--- src/rtl/oam_dma_ctrl.sv ---
// NES sprite DMA ($4014) controller and CPU/DMA bus arbiter in the CPU clock domain.
// Define OAM_DMA_ALIGN_EN to insert the 2A03 alignment cycle (513/514-cycle DMA).
module oam_dma_ctrl #(
    parameter logic [15:0] DMA_REG_ADDR  = 16'h4014,
    parameter logic [15:0] OAM_DATA_ADDR = 16'h2004,
    parameter int          XFER_LEN      = 256
) (
    input  logic        clk,
    input  logic        rst_n,
    input  logic [15:0] cpu_addr_i,
    input  logic        cpu_rw_i,
    input  logic [7:0]  cpu_data_i,
    input  logic [7:0]  bus_data_i,
    output logic        cpu_rdy,
    output logic [15:0] bus_addr_o,
    output logic        bus_rw_o,
    output logic [7:0]  bus_data_o,
    output logic        dma_active,
    output logic        dma_done
);

    typedef enum logic [2:0] {
        S_IDLE  = 3'd0,
        S_HALT  = 3'd1,
        S_ALIGN = 3'd2,
        S_READ  = 3'd3,
        S_WRITE = 3'd4
    } state_t;

    localparam logic [7:0] LAST_IDX = 8'(XFER_LEN - 1);

    state_t     state_q, state_d;
    logic [7:0] page_q, page_d;
    logic [7:0] idx_q, idx_d;
    logic [7:0] latch_q, latch_d;
    logic       parity_q, parity_d;
    logic       cpu_rdy_q, cpu_rdy_d;
    logic       dma_active_q, dma_active_d;
    logic       dma_done_q, dma_done_d;

    // Next-state logic for the transfer sequencer and its status flags.
    always_comb begin
        state_d  = state_q;
        page_d   = page_q;
        idx_d    = idx_q;
        latch_d  = latch_q;
        parity_d = ~parity_q;
        case (state_q)
            S_IDLE: begin
                if (!cpu_rw_i && (cpu_addr_i == DMA_REG_ADDR)) begin
                    page_d  = cpu_data_i;
                    state_d = S_HALT;
                end else begin
                    state_d = S_IDLE;
                end
            end
            S_HALT: begin
                // The 6502 ignores RDY on writes, so wait for its first read cycle.
                if (cpu_rw_i) begin
`ifdef OAM_DMA_ALIGN_EN
                    state_d = (parity_q == 1'b0) ? S_ALIGN : S_READ;
`else
                    state_d = S_READ;
`endif
                end else begin
                    state_d = S_HALT;
                end
            end
            S_ALIGN: state_d = S_READ;
            S_READ: begin
                latch_d = bus_data_i;
                state_d = S_WRITE;
            end
            S_WRITE: begin
                if (idx_q == LAST_IDX) begin
                    idx_d   = 8'h00;
                    state_d = S_IDLE;
                end else begin
                    idx_d   = idx_q + 8'h01;
                    state_d = S_READ;
                end
            end
            default: state_d = S_IDLE;
        endcase
        cpu_rdy_d    = (state_d == S_IDLE);
        dma_active_d = (state_d == S_ALIGN) || (state_d == S_READ) || (state_d == S_WRITE);
        dma_done_d   = (state_d == S_WRITE) && (idx_d == LAST_IDX);
    end

    // State and output registers; reset aborts any transfer at once.
    always_ff @(posedge clk or negedge rst_n) begin
        if (!rst_n) begin
            state_q      <= S_IDLE;
            page_q       <= 8'h00;
            idx_q        <= 8'h00;
            latch_q      <= 8'h00;
            parity_q     <= 1'b0;
            cpu_rdy_q    <= 1'b1;
            dma_active_q <= 1'b0;
            dma_done_q   <= 1'b0;
        end else begin
            state_q      <= state_d;
            page_q       <= page_d;
            idx_q        <= idx_d;
            latch_q      <= latch_d;
            parity_q     <= parity_d;
            cpu_rdy_q    <= cpu_rdy_d;
            dma_active_q <= dma_active_d;
            dma_done_q   <= dma_done_d;
        end
    end

    // Bus arbitration: the CPU passes through unless DMA owns the cycle.
    always_comb begin
        bus_addr_o = cpu_addr_i;
        bus_rw_o   = cpu_rw_i;
        bus_data_o = cpu_data_i;
        case (state_q)
            S_IDLE, S_HALT: begin
                bus_addr_o = cpu_addr_i;
                bus_rw_o   = cpu_rw_i;
            end
            S_ALIGN: bus_rw_o = 1'b1;
            S_READ: begin
                bus_addr_o = {page_q, idx_q};
                bus_rw_o   = 1'b1;
            end
            S_WRITE: begin
                bus_addr_o = OAM_DATA_ADDR;
                bus_rw_o   = 1'b0;
                bus_data_o = latch_q;
            end
            default: begin
                bus_addr_o = cpu_addr_i;
                bus_rw_o   = cpu_rw_i;
            end
        endcase
    end

    assign cpu_rdy    = cpu_rdy_q;
    assign dma_active = dma_active_q;
    assign dma_done   = dma_done_q;

endmodule
--- config.mk ---
export PLATFORM = sky130hd
export DESIGN_NAME = oam_dma_ctrl
export DESIGN_NICKNAME = d
export VERILOG_FILES = /design/src/rtl/oam_dma_ctrl.sv
export SDC_FILE = /design/constraint.sdc
export NUM_CORES = 1
export LEC_CHECK = 0
export CORE_ASPECT_RATIO = 1.25
export CORE_MARGIN = 2
export CORE_UTILIZATION = 44
export DETAILED_ROUTE_END_ITERATION = 7
export GPL_ROUTABILITY_DRIVEN = 0
export PLACE_DENSITY = 0.8
export RECOVER_POWER = 100
export SETUP_SLACK_MARGIN = 0.2
export SLEW_MARGIN = 10
export SYNTH_ARGS = -nofsm -noshare
export SYNTH_HDL_FRONTEND = slang
export SYNTH_SLANG_ARGS = --single-unit
--- constraint.sdc ---
create_clock -name clk -period 2.25 [get_ports clk]
set_input_delay 0.45 -clock clk [delete_from_list [all_inputs] [get_ports clk]]
set_output_delay 0.45 -clock clk [all_outputs]
set_load 0.05 [all_outputs]
==> results.md <==
* Hold Path Depth at 2
* Post-DRT Antenna Nets at 0
* Crit Path Category: flip-flop to output pin
* Worst R2R Start: state_q[2]
* Worst Tran Pin Value at 0.7672 ns
* Setup-failing EPs final at 0
* Final hold viol count at 0
* Via density at 6.152
* Site Rows at 24
* CTS tree: done
* Run status: complete, but fails checks
* Cts bufs inserted at 5
* Final HPWL DP at 3.580 mm
* R2R depth at 6
* Syn Nets at 216
* Grt met3 use at 8.378%
* Crit-path max FO at 7
* Grt ovf at 0
* Yosys reg bits at 30
* Relative slew slack at 48.85%
* LEAKAGE at 0.001206 µW
* Worst-Skew Late Latency at 0.28 ns
* Ports at 63
* Input/output buffers at 62
* Total wire length at 6.074 mm
* Share of the synthesized area in the top cell type at 44.27%
* WHS at 0.4850 ns
* GRT Max-Usage Layer: met2
* Number of global-route vias before repair at 1867
* Pin count of the biggest net entering global routing at 31
* Final Cycle Share at 97.82%
* Max Cap Violations at 0
* Max Fclk at 0.4544 GHz
* Sequential area share after synthesis at 45.88%
* First-pass GRT wire length at 8.942 mm
* Top cells by area, synth: dfrtp_1 44%, nand2_1 14%, a22o_1 7.5%
* CP Data Required Time at 1.80 ns
* Via Count at 1821
* DR WL/cell at 20.52 µm
* CTS Buffer Depth at 2
* Met1 capacity usage during global routing at 33.37%
* Core ar. at 3543 µm²
* Hold WC Path Type: flip-flop to flip-flop
* DR pass1 iterations at 7
* Chip height at 72.24 µm
* Share of cells above drive strength 1 at 31.13%
* Residual DRC at 1
* Fillers at 221
* Clk slew on worst S/H paths at 0.07 ns
* Total track usage at 27.89%
* CP startpoint kind: flip-flop
* Met2 Usage GRT at 46.57%
* Initial antenna violation count at 0
* Initial DRC count at 117
* Maximum vdd drop at 0.3722 mV
* Synth area leader: dfrtp_1
* Layout area overhead at 60.99%
* Worst Path Arrival at 1.75 ns
* Power, Total at 1159 µW
* Final Skew at 0.007977 ns
* Crit path from: state_q[2]
* Die area at 4233 µm²
* RSZ-0062 raised after global routing: yes
* Synth Area per Inst at 9.106 µm²
* Failing checks: design-rule violations
* Cell count after synthesis at 180
* Number of library cell types mapped by synthesis at 33
* Pins Over Slew Limit at 0
* Tmin final at 2.201 ns
* Final #Nets at 292
* Power Density at 439.4 nW/µm²
* CTS sink count at 30
* Initial Utilization at 46.26%
* CP endpoint kind: output pin
* YS warnings at 0
* H-tree levels at 2
* HP Start: latch_q[2]
* Die X at 58.59 µm
* Synth Cell Area at 1639 µm²
* ANT cells at 0
* CTS Root Cell: clkbuf_8
[cells in the mapped netlist (all sizes together)]
| cell | instances |
|---|---|
| a2111oi | 1 |
| a21oi | 4 |
| a22o | 14 |
| a41oi | 1 |
| and3 | 2 |
| buf | 7 |
| clkbuf | 5 |
| dfrtp | 29 |
| dfstp | 1 |
| ha | 1 |
| inv | 1 |
| mux2 | 9 |
| nand2 | 61 |
| nand3 | 9 |
| nand4 | 2 |
| nor2 | 6 |
| nor3 | 1 |
| nor3b | 2 |
| nor4 | 1 |
| nor4b | 3 |
| o211ai | 1 |
| o21ai | 8 |
| o21bai | 1 |
| o221a | 1 |
| o221ai | 1 |
| o31ai | 3 |
| or2 | 1 |
| xnor2 | 3 |
| xor2 | 1 |
[area by class of cell]
type | count | area [µm²] | area share (%)
multi-input combinational | 138 | 915.9 | 34.71
sequential | 30 | 752.0 | 28.50
inverter | 1 | 8.758 | 0.3319
tap | 39 | 48.80 | 1.849
clock buffer | 8 | 90.09 | 3.414
timing repair buffer | 80 | 823.3 | 31.20
[report_power, final]
| part | internal [µW] | leakage [µW] | total, µW | switching (µW) |
|---|---|---|---|---|
| Combinational | 76.3 | 0.000781 | 153 | 76.2 |
| Clock | 249 | 0.0000455 | 456 | 206 |
| Sequential | 547 | 0.000379 | 551 | 4.34 |
[metal layers]
metal / vias to the layer above / share of wire, %
met5: - / 0
met4: 0 / 3.5
met1: 879 / 37
li1: 787 / -
met3: 24 / 11
met2: 131 / 48
[what timing repair did]
action                     in CTS  in global routing
cloned                          2                  0
hold buffers                    0                  0
gates resized for setup        19                 13
pin swaps                       9                  8
setup buffers                   5                  0
hold endpoints to repair        0                  0
setup endpoints to repair      32                 34
[cell usage in the layout (no fill, tap or decap), types with 2 or more instances in the layout]
cell / netlist / routed
and3_1: 2 / 2
clkbuf_2: 0 / 3
o31ai_1: 3 / 3
clkbuf_8: 0 / 6
nor2_1: 5 / 3
nand2_1: 61 / 60
o21ai_0: 8 / 8
a21oi_1: 4 / 3
nand3_2: 1 / 5
a22o_1: 14 / 12
nor4b_2: 0 / 3
clkdlybuf4s50_1: 0 / 32
xnor2_1: 3 / 3
dlygate4sd3_1: 0 / 3
a22o_4: 0 / 2
buf_6: 2 / 4
mux2_2: 9 / 9
buf_2: 5 / 6
buf_4: 0 / 9
clkbuf_1: 5 / 4
nand3_1: 8 / 4
nand4_1: 2 / 2
buf_12: 0 / 10
nor2_2: 0 / 2
clkbuf_4: 0 / 9
nor2_4: 1 / 2
dfrtp_1: 29 / 29
[worst max-delay path, cell delays in order (launching register included)]
cell and delay, ns:
dfrtp_1 0.40, buf_6 0.12, nor3b_4 0.14, buf_6 0.13, nor2_4 0.24, a22o_1 0.17
buf_2 0.26
[logic make-up after synthesis]
family,count (synthesis),share of synthesized area (%)
simple gates,88,24.66
compound gates,35,16.11
flops,30,45.88
buf+inv,13,4.274
mux,9,6.183
xor+xnor,4,2.138
fa+ha+maj,1,0.7632
[through the flow]
step	utilization (%)	area [µm²]	cells	setup TNS, ns	setup WS (ns)
3_3_place_gp	72.88	2582	281	-0.6179	-0.07522
2_1_floorplan	-	1639	180	0	0.2189
3_5_place_dp	72.88	2582	281	-1.129	-0.1443
6_report	74.47	2639	296	0	0.04906
4_1_cts	79.63	2821	296	0	0.1463
5_1_grt	74.47	2639	296	0	0.02490
[worst paths after layout]
check / slack (ns) / to
worst max-delay path: 0.05 / bus_addr_o[1]
worst min-delay path: 0.48 / latch_q[2]
worst max register to register: 0.16 / page_q[4]
worst min register to register: 0.48 / latch_q[2]
max in group asynchronous: 0.99 / page_q[7]
min in group asynchronous: 0.77 / page_q[5]
[flip-flops by register name (all words and copies together) (netlist names)]
signal	flops
dma_done	1
idx_q	8
page_q	8
latch_q	8
state_q	3
dma_active	1
cpu_rdy	1
(Power assumes the default switching activity.)
